`config.mk`:
```
export PLATFORM = sky130hd
export DESIGN_NAME = wb_regfile_flat
export DESIGN_NICKNAME = d
export VERILOG_FILES = /design/src/rtl/wb_if.sv /design/src/rtl/wb_regfile.sv /design/src/flat_wrapper.sv
export SDC_FILE = /design/constraint.sdc
export NUM_CORES = 1
export LEC_CHECK = 0
export BUFFER_PORTS_ARGS = -buffer_cell sky130_fd_sc_hd__buf_2
export CAP_MARGIN = 40
export CORE_MARGIN = 2
export CORE_UTILIZATION = 30
export CTS_CLUSTER_DIAMETER = 30
export DETAILED_ROUTE_END_ITERATION = 6
export HOLD_SLACK_MARGIN = 0.15
export PLACE_DENSITY = 0.58
export SLEW_MARGIN = 5
export SYNTH_ARGS = -nofsm -noshare
export SYNTH_HDL_FRONTEND = slang
export SYNTH_SLANG_ARGS = --single-unit
```
`constraint.sdc`:
```
create_clock -name clk_i -period 24.8 [get_ports clk_i]
set_clock_uncertainty 0.05 [all_clocks]
set_input_delay 4.96 -clock clk_i [delete_from_list [all_inputs] [get_ports clk_i]]
set_output_delay 4.96 -clock clk_i [all_outputs]
set_load 0.02 [all_outputs]
```
`src/rtl/wb_if.sv`:
```
// Wishbone classic single-access bus bundle.
// The master drives the request, the slave returns data/ack/err.
interface wb_if #(
    parameter int DATA_WIDTH = 32,
    parameter int ADDR_WIDTH = 32
) ();
    logic [ADDR_WIDTH-1:0]   adr;
    logic [DATA_WIDTH-1:0]   wdat;
    logic [DATA_WIDTH/8-1:0] sel;
    logic                    we;
    logic                    stb;
    logic                    cyc;
    logic [DATA_WIDTH-1:0]   rdat;
    logic                    ack;
    logic                    err;

    modport master (
        output adr, wdat, sel, we, stb, cyc,
        input  rdat, ack, err
    );

    modport slave (
        input  adr, wdat, sel, we, stb, cyc,
        output rdat, ack, err
    );
endinterface

```
`src/rtl/wb_regfile.sv`:
```
// Wishbone register file: NUM_REGS-1 writable words plus a read-only
// status word at the top index, with programmable wait states.
module wb_regfile #(
    parameter int DATA_WIDTH = 32,
    parameter int ADDR_WIDTH = 32,
    parameter int NUM_REGS = 8,
    parameter int WAIT_STATES = 1,
    parameter logic [DATA_WIDTH-1:0] RESET_VAL = '0
) (
    input  logic                              clk_i,
    input  logic                              rst_i,
    wb_if.slave                               s_wb,
    input  logic [DATA_WIDTH-1:0]             status_i,
    output logic [(NUM_REGS-1)*DATA_WIDTH-1:0] regs_o,
    output logic [NUM_REGS-2:0]               wr_pulse_o
);
    localparam int NB = DATA_WIDTH / 8;
    localparam int IW = ADDR_WIDTH - 2;
    localparam int SW = $clog2(NUM_REGS);
    localparam int NW = NUM_REGS - 1;
    localparam logic [3:0] WS_LOAD =
        (WAIT_STATES > 0) ? 4'(WAIT_STATES - 1) : 4'd0;

    typedef enum logic [1:0] {IDLE, WAIT, RESP} state_t;

    state_t                       state_q, state_d;
    logic [3:0]                   cnt_q, cnt_d;
    logic [ADDR_WIDTH-1:0]        adr_q, adr_d;
    logic [DATA_WIDTH-1:0]        wdat_q, wdat_d;
    logic [NB-1:0]                sel_q, sel_d;
    logic                         we_q, we_d;
    logic                         ack_q, ack_d;
    logic                         err_q, err_d;
    logic [DATA_WIDTH-1:0]        rdat_q, rdat_d;
    logic [NW-1:0]                pulse_q, pulse_d;
    logic [NW-1:0][DATA_WIDTH-1:0] regs_q, regs_d;

    logic                  req;
    logic [ADDR_WIDTH-1:0] cur_adr;
    logic                  cur_we;
    logic [IW-1:0]         idx;
    logic [SW-1:0]         slot;
    logic                  bad;
    logic                  is_stat;
    logic                  commit_ok;
    logic                  go_resp;
    logic [DATA_WIDTH-1:0] rd_val;

    // In IDLE the decode looks at the live bus so a zero-wait access
    // can be answered on the capture edge; afterwards the latched copy.
    assign req       = s_wb.cyc & s_wb.stb;
    assign cur_adr   = (state_q == IDLE) ? s_wb.adr : adr_q;
    assign cur_we    = (state_q == IDLE) ? s_wb.we : we_q;
    assign idx       = cur_adr[ADDR_WIDTH-1:2];
    assign slot      = cur_adr[2 +: SW];
    assign bad       = (idx >= IW'(NUM_REGS)) || (cur_adr[1:0] != 2'b00);
    assign is_stat   = (idx == IW'(NUM_REGS - 1));
    assign commit_ok = cur_we & ~bad & ~is_stat;

    always_comb begin
        rd_val = '0;
        if (is_stat) begin
            rd_val = status_i;
        end else begin
            for (int i = 0; i < NW; i++) begin
                if (slot == SW'(i)) rd_val = regs_q[i];
            end
        end
    end

    always_comb begin
        state_d = state_q;
        cnt_d   = cnt_q;
        adr_d   = adr_q;
        wdat_d  = wdat_q;
        sel_d   = sel_q;
        we_d    = we_q;
        ack_d   = 1'b0;
        err_d   = 1'b0;
        rdat_d  = '0;
        pulse_d = '0;
        regs_d  = regs_q;
        go_resp = 1'b0;
        unique case (state_q)
            IDLE: begin
                if (req) begin
                    adr_d  = s_wb.adr;
                    wdat_d = s_wb.wdat;
                    sel_d  = s_wb.sel;
                    we_d   = s_wb.we;
                    if (WAIT_STATES > 0) begin
                        state_d = WAIT;
                        cnt_d   = WS_LOAD;
                    end else begin
                        state_d = RESP;
                        go_resp = 1'b1;
                    end
                end
            end
            WAIT: begin
                if (!req) begin
                    state_d = IDLE;
                    cnt_d   = '0;
                end else if (cnt_q == 4'd0) begin
                    state_d = RESP;
                    go_resp = 1'b1;
                end else begin
                    cnt_d = cnt_q - 4'd1;
                end
            end
            RESP: begin
                state_d = IDLE;
                if (commit_ok) begin
                    for (int i = 0; i < NW; i++) begin
                        if (slot == SW'(i)) begin
                            for (int b = 0; b < NB; b++) begin
                                if (sel_q[b]) begin
                                    regs_d[i][8*b +: 8] = wdat_q[8*b +: 8];
                                end
                            end
                        end
                    end
                end
            end
            default: state_d = IDLE;
        endcase
        if (go_resp) begin
            ack_d = 1'b1;
            err_d = bad;
            if (!bad && !cur_we) rdat_d = rd_val;
            for (int i = 0; i < NW; i++) begin
                if (slot == SW'(i)) pulse_d[i] = commit_ok;
            end
        end
    end

    always_ff @(posedge clk_i or posedge rst_i) begin
        if (rst_i) begin
            state_q <= IDLE;
            cnt_q   <= '0;
            adr_q   <= '0;
            wdat_q  <= '0;
            sel_q   <= '0;
            we_q    <= 1'b0;
            ack_q   <= 1'b0;
            err_q   <= 1'b0;
            rdat_q  <= '0;
            pulse_q <= '0;
            regs_q  <= {NW{RESET_VAL}};
        end else begin
            state_q <= state_d;
            cnt_q   <= cnt_d;
            adr_q   <= adr_d;
            wdat_q  <= wdat_d;
            sel_q   <= sel_d;
            we_q    <= we_d;
            ack_q   <= ack_d;
            err_q   <= err_d;
            rdat_q  <= rdat_d;
            pulse_q <= pulse_d;
            regs_q  <= regs_d;
        end
    end

    assign s_wb.ack   = ack_q;
    assign s_wb.err   = err_q;
    assign s_wb.rdat  = rdat_q;
    assign wr_pulse_o = pulse_q;
    assign regs_o     = regs_q;
endmodule

```
`src/flat_wrapper.sv`:
```
// flat-port wrapper written by rule: the top's interface ports become plain ports
module wb_regfile_flat 
#(
    parameter int DATA_WIDTH = 32,
    parameter int ADDR_WIDTH = 32,
    parameter int NUM_REGS = 8,
    parameter int WAIT_STATES = 1,
    parameter logic [DATA_WIDTH-1:0] RESET_VAL = '0
)
  (clk_i, rst_i, status_i, regs_o, wr_pulse_o, s_wb_adr, s_wb_wdat, s_wb_sel, s_wb_we, s_wb_stb, s_wb_cyc, s_wb_rdat, s_wb_ack, s_wb_err);
  wb_if #(.DATA_WIDTH(DATA_WIDTH), .ADDR_WIDTH(ADDR_WIDTH)) s_wb_i ();
  input  logic clk_i;
  input  logic rst_i;
  input  logic [DATA_WIDTH-1:0] status_i;
  output logic [(NUM_REGS-1)*DATA_WIDTH-1:0] regs_o;
  output logic [NUM_REGS-2:0] wr_pulse_o;
  input wire logic [$bits(s_wb_i.adr)-1:0] s_wb_adr;
  input wire logic [$bits(s_wb_i.wdat)-1:0] s_wb_wdat;
  input wire logic [$bits(s_wb_i.sel)-1:0] s_wb_sel;
  input wire logic [$bits(s_wb_i.we)-1:0] s_wb_we;
  input wire logic [$bits(s_wb_i.stb)-1:0] s_wb_stb;
  input wire logic [$bits(s_wb_i.cyc)-1:0] s_wb_cyc;
  output wire logic [$bits(s_wb_i.rdat)-1:0] s_wb_rdat;
  output wire logic [$bits(s_wb_i.ack)-1:0] s_wb_ack;
  output wire logic [$bits(s_wb_i.err)-1:0] s_wb_err;
  assign s_wb_i.adr = s_wb_adr;
  assign s_wb_i.wdat = s_wb_wdat;
  assign s_wb_i.sel = s_wb_sel;
  assign s_wb_i.we = s_wb_we;
  assign s_wb_i.stb = s_wb_stb;
  assign s_wb_i.cyc = s_wb_cyc;
  assign s_wb_rdat = s_wb_i.rdat;
  assign s_wb_ack = s_wb_i.ack;
  assign s_wb_err = s_wb_i.err;
  wb_regfile #(.DATA_WIDTH(DATA_WIDTH), .ADDR_WIDTH(ADDR_WIDTH), .NUM_REGS(NUM_REGS), .WAIT_STATES(WAIT_STATES), .RESET_VAL(RESET_VAL)) u_core (.clk_i(clk_i), .rst_i(rst_i), .s_wb(s_wb_i), .status_i(status_i), .regs_o(regs_o), .wr_pulse_o(wr_pulse_o));
endmodule
```
Word level (Yosys, flattened, before mapping)
Cells that the tools add are included.
- register bits after elaboration: 340
- latch bits: 0
- bits in writable memories: 0
- bits in read-only memories: 0
- memories kept: 0
- $add $sub $neg: 1
- multiply operators: 0
- divide/modulo/power cells: 0
- $lt $le $gt $ge: 1
- equal/unequal tests: 12
- shifts and indexed selects: 0
- mux-type cells: 33
- bitwise operators: 5
- reductions and logical operators: 40
- operators by type and width (kind ; number):
    2-to-1 mux 32 bit ; 11
    AND reduction 4 bit ; 28
    equality test 30 x 3 -> 1 bit, second input constant ; 1
    greater-or-equal comparator 30 x 4 -> 1 bit, second input constant ; 1
    2-to-1 mux 1 bit ; 13
    2-to-1 mux 4 bit ; 3
    equality test 3 bit, second input constant ; 3
    case mux 4 bit (2 select lines) ; 1
    2-to-1 mux 7 bit ; 1
    equality test 3 x 2 -> 1 bit, second input constant ; 2
    2-to-1 mux 2 bit ; 3
    inequality test 3 bit, second input constant ; 2
    zero test 4 bit ; 1
    case mux 2 bit (2 select lines) ; 1
    AND reduction 2 bit ; 2
    nonzero test 2 bit ; 2
    subtractor 4 x 1 -> 4 bit, second input constant ; 1
    bitwise AND 1 bit ; 3
    equality test 3 x 1 -> 1 bit, second input constant ; 1
    zero test 3 bit ; 1
    AND reduction 3 bit ; 1
    equality test 2 x 1 -> 1 bit, second input constant ; 1
    equality test 2 bit, second input constant ; 1
    zero test 1 bit ; 2
    other kinds (5) ; 6

Depth between registers and ports, before layout
- depth after elaboration: 13
- depth in mapped cells: 11
- gate-level depth less buffers: 7

Least setup slack after synthesis
Ideal clock, no wire load.
- path kind: input -> register
- from: in s_wb_adr[7]
- to: reg u_core.regs_q, in the netlist u_core.regs_o[151]
- data arrival time: 6.871 ns
- required time: 24.625 ns
- path slack: 17.754 ns
- stages on the path: 6
- buffers on the path: 0
- path through: nor4_1 > nand4_1 > a221oi_4 > nand4_4 > nor2_4 > mux2_2
- cells in the longest elaborated chain, start to end: 7
- elaborated cells between the ends (all ways): 9
- RTL lines (element ; RTL line ; source):
    start: declaration ; flat_wrapper.sv:17 ; input wire logic [$bits(s_wb_i.adr)-1:0] s_wb_adr;
    2-to-1 mux 32 bit (*) ; wb_regfile.sv:52 ; assign cur_adr = (state_q == IDLE) ? s_wb.adr : adr_q;
    greater-or-equal comparator 30 x 4 -> 1 bit ; wb_regfile.sv:56 ; assign bad = (idx >= IW'(NUM_REGS)) || (cur_adr[1:0] != 2'b00);
    logical OR 1 bit ; wb_regfile.sv:56 ;
    NOT 1 bit ; wb_regfile.sv:58 ; assign commit_ok = cur_we & ~bad & ~is_stat;
    bitwise AND 1 bit ; wb_regfile.sv:58 ;
    bitwise AND 1 bit (*) ; wb_regfile.sv:58 ;
    AND reduction 4 bit (no source line) (*) ; -- ;
    end signal: assignment ; wb_regfile.sv:149 ; regs_q <= {NW{RESET_VAL}};
    end signal: assignment ; wb_regfile.sv:161 ; regs_q <= regs_d;
    end: declaration ; wb_regfile.sv:36 ; logic [NW-1:0][DATA_WIDTH-1:0] regs_q, regs_d;
Mark *: on every way between the ends. The rest lies on a longest branch, timed or not.
A chain may end at the register's enable or synchronous reset.

Worst setup path in the final report
- from: in s_wb_adr[2]
- to: reg u_core.rdat_q[23], in the netlist u_core.s_wb.rdat[23]
- cells in the longest elaborated chain, start to end: 12
- elaborated cells between the ends (all ways): 23
- RTL lines (element ; RTL line ; source):
    2-to-1 mux 32 bit (*) ; wb_regfile.sv:52 ;
    branches (longest 9 deep; another with greater-or-equal comparator 30 x 4 -> 1 bit) ; -- ;
    2-to-1 mux 32 bit (*) ; wb_regfile.sv:130 ; if (!bad && !cur_we) rdat_d = rd_val;
    2-to-1 mux 32 bit (*) ; wb_regfile.sv:127 ; if (go_resp) begin
    net u_core.rdat_d[23] ; wb_regfile.sv:34 ; logic [DATA_WIDTH-1:0] rdat_q, rdat_d;
    end signal: assignment ; wb_regfile.sv:159 ; rdat_q <= rdat_d;
    end: declaration ; wb_regfile.sv:34 ;
Mark *: on every way through the listed nets, which the timed path passes.

==> results.yml <==
grt:
  grt_pass1_vias: 12320
  grt_pass1_wl_um: 81720
  grt.overflow.total: 0
  met2_demand_to_capacity_share_in_global_routing: 0.3438
  pin_count_of_the_biggest_net_entering_global_routing: 89
  global_route.usage.total: 0.2111
  grtUsageMet3: 0.06138
  grt_antenna_before_repair: 3
  globalRouteMet1Util: 0.2615
  gr-max-usage-layer: "met2"
setup_path:
  timing.critical_path.buf_inv: 2
  r2r_start: "u_core.state_q[1]"
  reg2reg_setup_slack_ns: 20.47
  critPathLaunch: "s_wb_adr[2]"
  cp_cell_sequence: "buf_2 > mux2i_4 > buf_4 > and2_2 > a22o_1 > o32ai_1 > a311oi_1"
  critical_path.endpoint_type: "flip-flop"
  cp_top_family: "simple AND/OR/NAND/NOR gates"
  cp.required_ns: 25.23
  cp.depth: 7
  r2r_cells: 7
  reg2reg_to: "u_core.s_wb.rdat[23]"
  cp-endpoint: "u_core.s_wb.rdat[23]"
  critPathMaxFanout: 41
  worst_setup_path_start_kind: "input pin"
  cp_slowest_stage_delay_ns: 0.83
  critPathArrivalTime_ns: 7.89
  worst-setup-path-type: "input pin to flip-flop"
  crit_slowest_cell: "sky130_fd_sc_hd__and2_2"
hold_path:
  hold_path_startpoint: "u_core.adr_q[28]"
  holdCritPathClass: "flip-flop to flip-flop"
placement:
  pre_cts_ws_ns: 16.73
  gp_routability_congestion: 0.7958
  io_buffer_count: 369
  place_hpwl_um: 37480
synth:
  synth.avg_cell_area_um2: 13.16
  synth_fp_nets: 1253
  yosys.area.top_type_share: 0.5643
  synthArstFlopShare: 1.000
  yosysWarnings: 0
  synth.cell_area_mm2: 0.01508
  netlist_instances: 1146
  yosysSeqAreaShare: 0.5643
  number_of_enable_flip_flop_cells_after_synthesis: 0
  synth_common_cells: "340 x sky130_fd_sc_hd__dfrtp_1, 270 x sky130_fd_sc_hd__mux2_2, 79 x sky130_fd_sc_hd__nand2_1, 67 x sky130_fd_sc_hd__nor2_1, 55 x sky130_fd_sc_hd__a21oi_1"
  synth_ff_type: "sky130_fd_sc_hd__dfrtp_1"
  postSynthRegisterBits: 340
  synth.top_cells.by_area: "sky130_fd_sc_hd__dfrtp_1 56%, sky130_fd_sc_hd__mux2_2 20%, sky130_fd_sc_hd__nor2_4 2.2%"
  number_of_unique_standard_cell_types_used_by_synthesis: 47
  post-synth-top-count-cell: "sky130_fd_sc_hd__dfrtp_1"
  synth.largest_area_cell: "sky130_fd_sc_hd__dfrtp_1"
floorplan:
  die_area_mm2: 0.05207
  die_width_um: 228.2
  pin_count: 370
  die_height_um: 228.2
  initial_core_util: 0.3024
  floorplan.rows: 82
  core_mm2: 0.04986
timing:
  fin_ws_ns: 17.33
  setup_violations: 0
  final.min_clock_period_ns: 7.465
  grt_setup_unrepaired: "no"
  timing.max_slew.rel_slack: 0.3706
  setup-tns-final_ns: 0
  max_clock_freq_mhz: 134.0
  report.final.slew_viol_count: 0
  final_critical_path_share_of_the_clock_period: 0.3010
  tightest_slew_ns: 0.9442
  hold_violations: 0
cts:
  postCtsSetupBuffers: 0
  postCtsResizedCells: 0
  clk_pin_slew_ns: 0.04
  clock_tree.root_cell: "sky130_fd_sc_hd__clkbuf_16"
  cts-buffers-inserted: 90
  numClockSinks: 340
  tritoncts: "done"
  cts-htree-levels: 3
  hold_buffers: 0
  clkLatencyLatePin_ns: 0.62
  cts_max_path_buffers: 3
detailed_routing:
  wl_per_cell_um: 23.80
  vias_per_cell: 5.076
  drtAntennaViolNets: 0
  detail_route.wirelength_um: 55110
  detail_route.iter0.violations: 624
  route.vias.total: 11750
  drt_drc_violations_left: 0
  drt-pass1-iter-count: 5
power_and_ir_drop:
  vdd.ir_drop.worst_mv: 0.04777
  power_per_cell_area_mw_per_mm2: 91.87
  leakage_uw: 0.01037
run:
  cap_viol_max_count: 0
finish:
  finalNetCount: 1675
  synthToLayoutAreaGrowth_pct: 39.73
  filler_cell_count: 4721
  fraction_of_final_layout_cells_sized_beyond_drive_strength_1: 0.5329
outcome:
  outcome: "complete, no violations"
[per-layer routing]
layer | part of all wire | up-vias
li1 | - | 5124
met1 | 0.41 | 6081
met2 | 0.48 | 448
met3 | 0.073 | 96
met4 | 0.030 | 2
met5 | 0.00024 | -
[cell type report]
type	count	area, um2	share of cell area
Sequential cell	340	8508	0.4038
Antenna cell	1	2.502	0.0001188
Clock buffer	113	2491	0.1182
Tap cell	672	840.8	0.03991
Multi-Input combinational cell	739	6387	0.3032
Inverter	6	30.03	0.001425
Timing Repair Buffer	391	2092	0.09930
Clock inverter	53	715.7	0.03397
[worst register-to-register path, cell delays in order (launching register included)]
cell and delay (ns):
sky130_fd_sc_hd__dfrtp_1 0.54, sky130_fd_sc_hd__nor2_4 0.63, sky130_fd_sc_hd__mux2i_4 0.76, sky130_fd_sc_hd__buf_4 0.63, sky130_fd_sc_hd__and2_2 0.91, sky130_fd_sc_hd__a22o_1 0.27
sky130_fd_sc_hd__o32ai_1 0.10, sky130_fd_sc_hd__a311oi_1 0.33
[report_power, final]
group	switching, uW	internal [uW]
logic	69.8	43.8
registers	31.5	578
clock network	359	853
total	460	1480
[how the worst min path moves through the flow]
stage	slack [ns]	endpoint	cells after the start
2_1_floorplan	0.43	u_core.adr_q[5]	1
3_3_place_gp	0.44	u_core.adr_q[5]	1
3_5_place_dp	0.45	u_core.adr_q[12]	1
4_1_cts	0.46	u_core.adr_q[28]	1
5_1_grt	0.47	u_core.adr_q[12]	1
6_report	0.45	u_core.adr_q[28]	1
[metrics by stage]
stage	std cells	hold WS (ns)	total power (uW)	instance area, um2	utilization
2_1_floorplan	1146	0.4300	673.0	15080	-
3_3_place_gp	2144	0.4391	726.6	17750	0.3559
3_5_place_dp	2148	0.4466	732.4	17860	0.3582
4_1_cts	2314	0.4562	1956	21070	0.4225
5_1_grt	2315	0.4698	2003	21070	0.4225
6_report	2315	0.4504	1936	21070	0.4225
[flip-flops by register name (all words and copies together), names as in the netlist]
| signal | flops |
|---|---|
| u_core.s_wb.ack | 1 |
| u_core.regs_o | 224 |
| u_core.sel_q | 4 |
| u_core.adr_q | 32 |
| u_core.wdat_q | 32 |
| u_core.s_wb.rdat | 32 |
| u_core.s_wb.err | 1 |
| u_core.we_q | 1 |
| u_core.state_q | 2 |
| u_core.cnt_q | 4 |
| u_core.wr_pulse_o | 7 |
[layout by cell type, fill, tap and decap left out, drive strengths merged, types with 4 or more instances in the layout]
master	count
a221oi	7
nand2b	6
a22oi	8
nor2b	4
dfrtp	340
nand4	8
a21oi	55
mux4	7
nand3	6
a222oi	7
clkinv	19
buf	391
nor3	8
a22o	21
o32ai	21
o21a	23
nor4	15
a211oi	4
mux2	294
nor2	96
clkbuf	113
mux2i	11
inv	10
o21ai	12
a31oi	8
bufinv	14
a311oi	22
nand2	79
clkinvlp	16
[kinds of logic after synthesis]
kind of cell / share of synthesized area
buf+inv: 0.01809
simple gates: 0.08697
flops: 0.5643
fa+ha+maj: 0.001659
mux: 0.2376
compound gates: 0.09137
(Power assumes the default switching activity.)
